`src/rtl/flash_arbiter.sv`:
```
// flash_arbiter: grants icache/dcache miss reads onto the single SPI flash read port,
// sequences each read with abort and timeout. Optional FLASH_ARB_LASTWORD_EN adds a last-word buffer.
module flash_arbiter #(
   parameter int STARVE_MAX = 4,
   parameter int TIMEOUT    = 1023
) (
   input  logic        CLK,
   input  logic        resetn,
   input  logic        ic_req,
   input  logic [19:0] ic_addr,
   output logic        ic_valid,
   input  logic        dc_req,
   input  logic [19:0] dc_addr,
   output logic        dc_valid,
   output logic [31:0] rd_data,
   output logic        rd_err,
   output logic        fl_req,
   output logic [19:0] fl_addr,
   input  logic        fl_ready,
   input  logic [31:0] fl_data,
   output logic [1:0]  grant
);

   localparam int SW = ($clog2(STARVE_MAX + 1) > 3) ? $clog2(STARVE_MAX + 1) : 3;
   localparam int TW = (TIMEOUT > 1) ? $clog2(TIMEOUT + 1) : 1;
   localparam logic [SW-1:0] STARVE_LIM = SW'(STARVE_MAX);
   localparam logic [TW-1:0] TIMER_LIM  = TW'(TIMEOUT);

   // Grant encoding mirrors the flash controller's mode select.
   localparam logic [1:0] GNT_NONE = 2'b00;
   localparam logic [1:0] GNT_DC   = 2'b01;
   localparam logic [1:0] GNT_IC   = 2'b10;

   typedef enum logic [1:0] {
      ST_IDLE = 2'd0,
      ST_WAIT = 2'd1,
      ST_RESP = 2'd2
   } state_e;

   state_e          state_q, state_d;
   logic [SW-1:0]   starve_q, starve_d;
   logic [TW-1:0]   timer_q, timer_d;
   logic            fl_req_q, fl_req_d;
   logic [19:0]     fl_addr_q, fl_addr_d;
   logic [1:0]      grant_q, grant_d;
   logic            ic_valid_q, ic_valid_d;
   logic            dc_valid_q, dc_valid_d;
   logic [31:0]     rd_data_q, rd_data_d;
   logic            rd_err_q, rd_err_d;

   logic            pick_ic;
   logic [19:0]     sel_addr;
   logic            granted_req;
   logic            timed_out;
   logic            lw_hit;
   logic [31:0]     lw_rdata;

   assign pick_ic     = ic_req && (!dc_req || (starve_q == STARVE_LIM));
   assign sel_addr    = pick_ic ? ic_addr : dc_addr;
   assign granted_req = (grant_q == GNT_IC) ? ic_req : dc_req;
   assign timed_out   = (timer_q == TIMER_LIM);

`ifdef FLASH_ARB_LASTWORD_EN
   logic        lw_valid_q, lw_valid_d;
   logic [19:0] lw_addr_q, lw_addr_d;
   logic [31:0] lw_data_q, lw_data_d;

   always_comb begin
      lw_valid_d = lw_valid_q;
      lw_addr_d  = lw_addr_q;
      lw_data_d  = lw_data_q;
      if (state_q == ST_WAIT && granted_req) begin
         if (fl_ready) begin
            lw_valid_d = 1'b1;
            lw_addr_d  = fl_addr_q;
            lw_data_d  = fl_data;
         end else if (timed_out) begin
            lw_valid_d = 1'b0;
         end
      end
   end

   always_ff @(posedge CLK) begin
      // NOTE: the buffer is a plain register, so reset its address and data too, not just valid.
      if (!resetn) begin
         lw_valid_q <= 1'b0;
         lw_addr_q  <= '0;
         lw_data_q  <= '0;
      end else begin
         lw_valid_q <= lw_valid_d;
         lw_addr_q  <= lw_addr_d;
         lw_data_q  <= lw_data_d;
      end
   end

   assign lw_hit   = lw_valid_q && (lw_addr_q == sel_addr);
   assign lw_rdata = lw_data_q;
`else
   assign lw_hit   = 1'b0;
   assign lw_rdata = '0;
`endif

   always_comb begin
      // NOTE: every _d takes its held value first, so no path through the case infers a latch.
      state_d    = state_q;
      starve_d   = starve_q;
      timer_d    = timer_q;
      fl_req_d   = fl_req_q;
      fl_addr_d  = fl_addr_q;
      grant_d    = grant_q;
      ic_valid_d = 1'b0;
      dc_valid_d = 1'b0;
      rd_data_d  = rd_data_q;
      rd_err_d   = rd_err_q;

      unique case (state_q)
         ST_IDLE: begin
            if (ic_req || dc_req) begin
               grant_d   = pick_ic ? GNT_IC : GNT_DC;
               fl_addr_d = sel_addr;
               timer_d   = '0;
               if (pick_ic || !ic_req) begin
                  starve_d = '0;
               end else if (starve_q != STARVE_LIM) begin
                  starve_d = starve_q + 1'b1;
               end
               if (lw_hit) begin
                  state_d    = ST_RESP;
                  rd_data_d  = lw_rdata;
                  rd_err_d   = 1'b0;
                  ic_valid_d = pick_ic;
                  dc_valid_d = !pick_ic;
               end else begin
                  state_d  = ST_WAIT;
                  fl_req_d = 1'b1;
               end
            end
         end
         ST_WAIT: begin
            timer_d = timer_q + 1'b1;
            // Abort outranks a same-cycle fl_ready; that data is dropped.
            if (!granted_req) begin
               state_d  = ST_IDLE;
               fl_req_d = 1'b0;
               grant_d  = GNT_NONE;
            end else if (fl_ready || timed_out) begin
               state_d    = ST_RESP;
               fl_req_d   = 1'b0;
               rd_data_d  = fl_ready ? fl_data : '0;
               rd_err_d   = !fl_ready;
               ic_valid_d = (grant_q == GNT_IC);
               dc_valid_d = (grant_q == GNT_DC);
            end
         end
         ST_RESP: begin
            state_d  = ST_IDLE;
            grant_d  = GNT_NONE;
            rd_err_d = 1'b0;
         end
         default: state_d = ST_IDLE;
      endcase
   end

   always_ff @(posedge CLK) begin
      // NOTE: non-blocking assignments so every register samples pre-edge values together.
      if (!resetn) begin
         state_q    <= ST_IDLE;
         starve_q   <= '0;
         timer_q    <= '0;
         fl_req_q   <= 1'b0;
         fl_addr_q  <= '0;
         grant_q    <= GNT_NONE;
         ic_valid_q <= 1'b0;
         dc_valid_q <= 1'b0;
         rd_data_q  <= '0;
         rd_err_q   <= 1'b0;
      end else begin
         state_q    <= state_d;
         starve_q   <= starve_d;
         timer_q    <= timer_d;
         fl_req_q   <= fl_req_d;
         fl_addr_q  <= fl_addr_d;
         grant_q    <= grant_d;
         ic_valid_q <= ic_valid_d;
         dc_valid_q <= dc_valid_d;
         rd_data_q  <= rd_data_d;
         rd_err_q   <= rd_err_d;
      end
   end

   assign fl_req   = fl_req_q;
   assign fl_addr  = fl_addr_q;
   assign grant    = grant_q;
   assign ic_valid = ic_valid_q;
   assign dc_valid = dc_valid_q;
   assign rd_data  = rd_data_q;
   assign rd_err   = rd_err_q;

endmodule

```
`config.mk`:
```
export PLATFORM = sky130hd
export DESIGN_NAME = flash_arbiter
export DESIGN_NICKNAME = d
export VERILOG_FILES = /design/src/rtl/flash_arbiter.sv
export SDC_FILE = /design/constraint.sdc
export NUM_CORES = 1
export LEC_CHECK = 0
export ABC_AREA = 1
export CORE_MARGIN = 3
export CORE_UTILIZATION = 46
export CTS_CLUSTER_DIAMETER = 120
export DETAILED_ROUTE_END_ITERATION = 10
export GPL_TIMING_DRIVEN = 0
export PLACE_DENSITY = 0.86
export SYNTH_ARGS = -nofsm -noshare
export SYNTH_HDL_FRONTEND = slang
export SYNTH_SLANG_ARGS = --single-unit
```
`constraint.sdc`:
```
create_clock -name CLK -period 2.1 [get_ports CLK]
set_input_delay 0.63 -clock CLK [delete_from_list [all_inputs] [get_ports CLK]]
set_output_delay 0.63 -clock CLK [all_outputs]
set_load 0.02 [all_outputs]
```
==> impl_metrics.py, run 1 <==
metrics = {
    "cts": {
        "clock-root-buffer": "clkbuf_8",
        "cts.path.max_buffers": 2,
        "clk_latency_ns": 0.35,
        "cts_max_level": 3,
        "cts_tree": "built",
        "cts_buffers": 9,
        "path_clk_slew_ns": 0.07,
        "cts_sinks": 73,
        "cts_setup_buffers": 0,
    },
    "synthesis": {
        "ys_types": 31,
        "syn_area_mm2": 0.00318,
        "synthCells": 426,
        "synth_top_area_frac": 0.460,
        "ys_ff_latch": 73,
        "syn-num-nets": 510,
        "synth.avg_cell_area_um2": 7.46,
        "ys_seq_area_frac": 0.460,
        "ys_warn_count": 0,
        "yosysTopAreaCell": "dfxtp_1",
        "yosys-top-cells-area": "dfxtp_1, nand2_1, a21oi_1",
    },
    "pwr": {
        "power_density_mw_per_mm2": 833,
        "pwr-share-comb": 0.238,
        "clockPowerShare": 0.377,
        "peakVddDrop_v": 0.000551,
        "fin_total_pwr_mw": 4.07,
        "p_leak_nw": 2.05,
        "net-switching-power_mw": 1.10,
        "switching_share": 0.270,
        "p_int_mw": 2.97,
        "seqPwrFrac": 0.386,
    },
    "die": {
        "fp.dieW_um": 89.1,
        "coreArea_mm2": 0.00653,
        "initial_core_util": 0.487,
        "placementRows": 29,
        "num_io_pins": 135,
        "dieArea_mm2": 0.00795,
        "dieHeight_um": 89.1,
    },
    "placed_design": {
        "gp_congestion": 0.857,
        "place_ws_ns": -0.117,
        "port_buffers": 133,
        "place_inst": 636,
        "dp_hpwl_um": 6570,
    },
    "global_routing": {
        "grt.overflow.total": 0,
        "grt_start_max_net_pins": 13,
        "grt_antenna_before_repair": 0,
        "track_usage": 0.221,
        "grt_pass1_wl_um": 13800,
        "grt_pass1_vias": 3167,
    },
    "hold_path": {
        "hold_depth": 2,
        "hold_class": "register to register",
        "min_from": "timer_q[7]",
    },
    "critical_path": {
        "crit_slowest_cell": "clkdlybuf4s50_1",
        "critical_path_class": "register to primary output",
        "crit_chain": "clkdlybuf4s50_1",
        "worstSetupStartpointType": "register",
        "end_kind": "primary output",
        "startpoint": "grant[0]",
        "timing.critical_path.arrival_ns": 1.34,
        "crit_family": "buffers and inverters",
        "r2r_start": "state_q[1]",
        "cp.depth": 1,
        "required_ns": 1.47,
        "reg2reg_depth": 9,
        "ff2ff_setup_slack_ns": 0.35,
        "crit_buf_inv": 1,
        "critPathMaxStageDelay_ns": 0.64,
        "path_max_fanout": 3,
    },
    "drt": {
        "drt_pass1_iterations": 4,
        "wl_um": 8640,
        "postRouteAntennaNets": 0,
        "drc": 0,
        "drt_iter0_drc": 86,
        "vias": 3244,
        "wl_per_cell_um": 13.3,
        "vias_per_cell": 4.98,
    },
    "timing": {
        "setup_viol_count_final": 0,
        "hold_viol_final": 0,
        "finalWorstSetupSlack_ns": 0.127,
        "relSlewSlack": 0.721,
        "slew_viol_final": 0,
        "fin_skew_ns": 0.00642,
        "fmax_mhz": 507,
        "fin_crit_sh": 0.939,
        "period_needed_ns": 1.97,
        "fin_worst_hold_slack_ns": 0.459,
        "tightest_slew_ns": 0.414,
        "setup_tns_ns": 0,
        "rsz0062_at_grt": "false",
    },
    "final_layout": {
        "n_fill_cell": 463,
        "multi_input_area_mm2": 0.00142,
        "nets": 654,
        "areaGrowthSynthToFinish_pct": 53.6,
        "instances_no_fill": 651,
        "seqCellArea_mm2": 0.00146,
        "n_antenna_cell": 0,
        "drive_gt1_frac": 0.0767,
    },
    "job": {
        "max_cap_violations": 0,
    },
    "outcome": {
        "outcome": "completed",
    },
}
per-layer routing:
metal / global-route usage / wire (um)
met5: 0 / 0
met4: 0.0920 / 229
met3: 0.0700 / 624
met2: 0.378 / 4300
met1: 0.255 / 3490
stage by stage:
| step | instance area, um^2 | utilization |
|---|---|---|
| after floorplan | 3180 | - |
| after global placement | 4610 | 0.705 |
| after detailed placement | 4610 | 0.705 |
| after CTS | 4880 | 0.748 |
| after global routing | 4880 | 0.748 |
| final | 4880 | 0.748 |
synthesized netlist by cell type, drive strengths merged:
| library cell | instances |
|---|---|
| a211oi | 2 |
| a21oi | 42 |
| and3 | 1 |
| buf | 15 |
| clkbuf | 6 |
| dfxtp | 73 |
| ha | 7 |
| inv | 45 |
| nand2 | 147 |
| nand3 | 27 |
| nand3b | 1 |
| nand4 | 2 |
| nor2 | 26 |
| nor3 | 2 |
| nor4 | 1 |
| o211ai | 20 |
| o21a | 1 |
| o21ai | 5 |
| o21bai | 1 |
| o22ai | 1 |
| xor2 | 1 |
final timing paths:
check	endpoint
max	grant[0]
min	timer_q[7]
max reg2reg	grant[1]
min reg2reg	timer_q[7]
layout by cell type, fill, tap and decap left out, types with 2 or more instances in the layout:
master | synthesis | final
clkbuf_8 | 0 | 9
o211ai_1 | 20 | 20
nor2_4 | 2 | 2
clkdlybuf4s50_1 | 0 | 132
inv_1 | 42 | 42
nand4_1 | 2 | 2
nand3_1 | 26 | 26
bufinv_16 | 0 | 5
o21ai_4 | 2 | 2
nor3_1 | 2 | 2
buf_4 | 2 | 2
dfxtp_1 | 73 | 73
a21oi_1 | 41 | 41
inv_2 | 3 | 3
clkbuf_1 | 6 | 6
ha_1 | 7 | 7
buf_6 | 4 | 4
buf_2 | 9 | 9
a211oi_1 | 2 | 2
nor2_2 | 2 | 2
nor2_1 | 22 | 22
o21ai_0 | 3 | 3
nand2_1 | 145 | 145
worst min-delay path, stage by stage, from the launching register on:
cell,delay [ns]
dfxtp_1,0.30
inv_1,0.06
a21oi_1,0.06
state kept, by name (all words and copies together) (netlist names):
| name | count |
|---|---|
| timer_q | 10 |
| fl_addr | 20 |
| ic_valid | 1 |
| grant | 2 |
| rd_data | 32 |
| rd_err | 1 |
| starve_q | 3 |
| dc_valid | 1 |
| fl_req | 1 |
| state_q | 2 |
area by class of cell:
type                            instances  share of cell area
Clock inverter                          6              0.0318
Tap cell                               77              0.0197
Multi-Input combinational cell        287               0.291
Inverter                               45              0.0346
Timing Repair Buffer                  133               0.272
Buffer                                 21              0.0261
Clock buffer                            9              0.0254
Sequential cell                        73               0.299
what timing repair did:
action / in CTS / in global routing
endpoints found under the setup margin: 1 / 0
hold buffers: 0 / 0
gates resized for setup: 1 / 0
power groups by stage:
stage / registers, mW / clock network, mW / logic, mW
floorplan: 1.71 / 0 / 0.401
global placement: 1.59 / 0 / 0.942
detailed placement: 1.60 / 0 / 0.962
CTS: 1.57 / 1.56 / 0.970
global route: 1.58 / 1.60 / 1.05
finish: 1.57 / 1.53 / 0.967
kinds of logic after synthesis:
family          count (synthesis)  share of synthesized area
buf+inv                        66                     0.0933
simple gates                  207                      0.276
compound gates                 72                      0.141
flops                          73                      0.460
fa+ha+maj                       7                     0.0275
xor+xnor                        1                    0.00276
No activity file was read; power rests on OpenSTA's default activity.
==> run 2: changes to the inputs <==
CORE_MARGIN = not set   (was 3)
==> impl_metrics.py, run 2 (same netlist as run 1, synthesis figures left out) <==
metrics = {
    "outcome": {
        "outcome": "completed",
    },
    "drt": {
        "vias": 3262,
        "wl_um": 8380,
        "postRouteAntennaNets": 0,
        "drt_iter0_drc": 112,
        "vias_per_cell": 5.01,
        "drt_pass1_iterations": 4,
        "wl_per_cell_um": 12.9,
        "drc": 0,
    },
    "die": {
        "initial_core_util": 0.490,
        "fp.dieW_um": 85.1,
        "dieArea_mm2": 0.00725,
        "dieHeight_um": 85.1,
        "coreArea_mm2": 0.00649,
        "num_io_pins": 135,
        "placementRows": 29,
    },
    "final_layout": {
        "largest_register_ffs": 32,
        "final_common_cell": "nand2_1",
        "areaGrowthSynthToFinish_pct": 50.0,
        "final_cell_mix": "nand2_1, clkdlybuf4s50_1, dfxtp_1",
        "nets": 654,
        "n_antenna_cell": 0,
        "fin_area_mm2": 0.00477,
        "drive_gt1_frac": 0.0767,
        "n_fill_cell": 492,
    },
    "cts": {
        "cts_sinks": 73,
        "cts_max_level": 3,
        "clock-root-buffer": "clkbuf_8",
        "cts_buffers": 9,
        "clk_latency_ns": 0.34,
        "cts_tree": "built",
        "cts.path.max_buffers": 2,
        "path_clk_slew_ns": 0.07,
        "cts_setup_buffers": 0,
    },
    "global_routing": {
        "grt_pass1_vias": 3180,
        "grt_start_max_net_pins": 13,
        "grt_pass1_wl_um": 13700,
        "track_usage": 0.239,
        "grt.overflow.total": 0,
        "grt_antenna_before_repair": 0,
    },
    "placed_design": {
        "port_buffers": 133,
        "placed_cell_area_mm2": 0.00461,
        "gp_congestion": 0.810,
        "dp_hpwl_um": 6470,
    },
    "timing": {
        "fin_skew_ns": 0.00739,
        "fmax_mhz": 505,
        "setup_tns_ns": 0,
        "fin_crit_sh": 0.942,
        "slew_viol_final": 0,
        "rsz0062_at_grt": "false",
        "relSlewSlack": 0.707,
        "tightest_slew_ns": 0.439,
        "period_needed_ns": 1.98,
        "hold_viol_final": 0,
        "setup_viol_count_final": 0,
    },
    "critical_path": {
        "path_max_fanout": 3,
        "crit_chain": "clkdlybuf4s50_1",
        "crit_family": "buffers and inverters",
        "critPathMaxStageDelay_ns": 0.64,
        "timing.critical_path.arrival_ns": 1.35,
        "end_kind": "primary output",
        "r2r_start": "state_q[1]",
        "crit_slowest_cell": "clkdlybuf4s50_1",
        "critical_path_class": "register to primary output",
        "worstSetupStartpointType": "register",
        "required_ns": 1.47,
        "reg2reg_depth": 9,
        "crit_buf_inv": 1,
        "r2r_end": "grant[1]",
        "ff2ff_setup_slack_ns": 0.41,
    },
    "hold_path": {
        "min_from": "timer_q[7]",
        "holdPathEnd": "timer_q[7]",
        "hold_depth": 2,
        "hold_class": "register to register",
    },
    "pwr": {
        "power_density_mw_per_mm2": 722,
        "peakVddDrop_v": 0.000381,
        "p_leak_nw": 2.01,
    },
    "job": {
        "max_cap_violations": 0,
    },
}
-- run 2: changes by cell type in the layout (fill, tap and decap cells not counted), sizes merged --
cell | previous run | this run
dlymetal6s2s | 0 | 1
clkinv | 1 | 5
clkinvlp | 0 | 1
dlygate4sd2 | 1 | 0
bufinv | 5 | 0
-- run 2: worst max path at each step --
| stage | from | endpoint | slack [ns] | cells after the start |
|---|---|---|---|---|
| final | grant[0] | grant[0] | 0.12 | 1 |
| after global routing | grant[0] | grant[0] | 0.08 | 1 |
| after CTS | grant[1] | grant[1] | 0.02 | 1 |
| after detailed placement | ic_req | rd_data[17] | -0.13 | 9 |
| after global placement | ic_req | rd_data[23] | -0.08 | 9 |
| after floorplan | resetn | fl_req | 0.61 | 5 |
-- run 2: routing by layer --
metal,vias to the layer above,global-route usage,share of wire
li1,1647,-,-
met1,1498,0.266,0.42
met2,103,0.433,0.50
met3,14,0.0691,0.063
met4,0,0.0863,0.017
met5,-,0,0
-- run 2: through the flow --
| stage | std cells | worst slack, ns | hold slack, ns | power [mW] | util |
|---|---|---|---|---|---|
| 2_1_floorplan | 426 | 0.611 | 0.432 | 2.11 | - |
| 3_3_place_gp | 636 | -0.0761 | 0.444 | 2.53 | 0.709 |
| 3_5_place_dp | 636 | -0.134 | 0.452 | 2.56 | 0.709 |
| 4_1_cts | 651 | 0.0180 | 0.463 | 3.47 | 0.734 |
| 5_1_grt | 651 | 0.0831 | 0.479 | 3.63 | 0.734 |
| 6_report | 651 | 0.121 | 0.461 | 3.44 | 0.734 |
-- run 2: final cells by class --
| cell class | count | area [um^2] | area share |
|---|---|---|---|
| buffer | 21 | 128 | 0.0268 |
| tap | 77 | 96.3 | 0.0202 |
| timing repair buffer | 133 | 1330 | 0.280 |
| clock inverter | 6 | 36.3 | 0.00761 |
| sequential | 73 | 1460 | 0.306 |
| multi-input combinational | 287 | 1420 | 0.298 |
| clock buffer | 9 | 124 | 0.0260 |
| inverter | 45 | 169 | 0.0354 |
-- run 2: report_power, final --
group / internal [mW] / switching (mW) / leakage (nW)
Clock: 0.415 / 0.499 / 0.0846
Combinational: 0.455 / 0.507 / 1.33
Sequential: 1.50 / 0.0703 / 0.596
Total: 2.37 / 1.08 / 2.01
-- run 2: what timing repair did --
item	4_1_cts	5_1_grt
endpoints found under the setup margin	0	1
resized for setup	0	1
endpoints found under the hold margin	0	0
hold buffers	0	0
==> run 3: changes to the inputs <==
CORE_MARGIN = 3   (was not set)
==> results of run 3 <==
No change in the layout: final DEF, timing and power equal those of run 1.
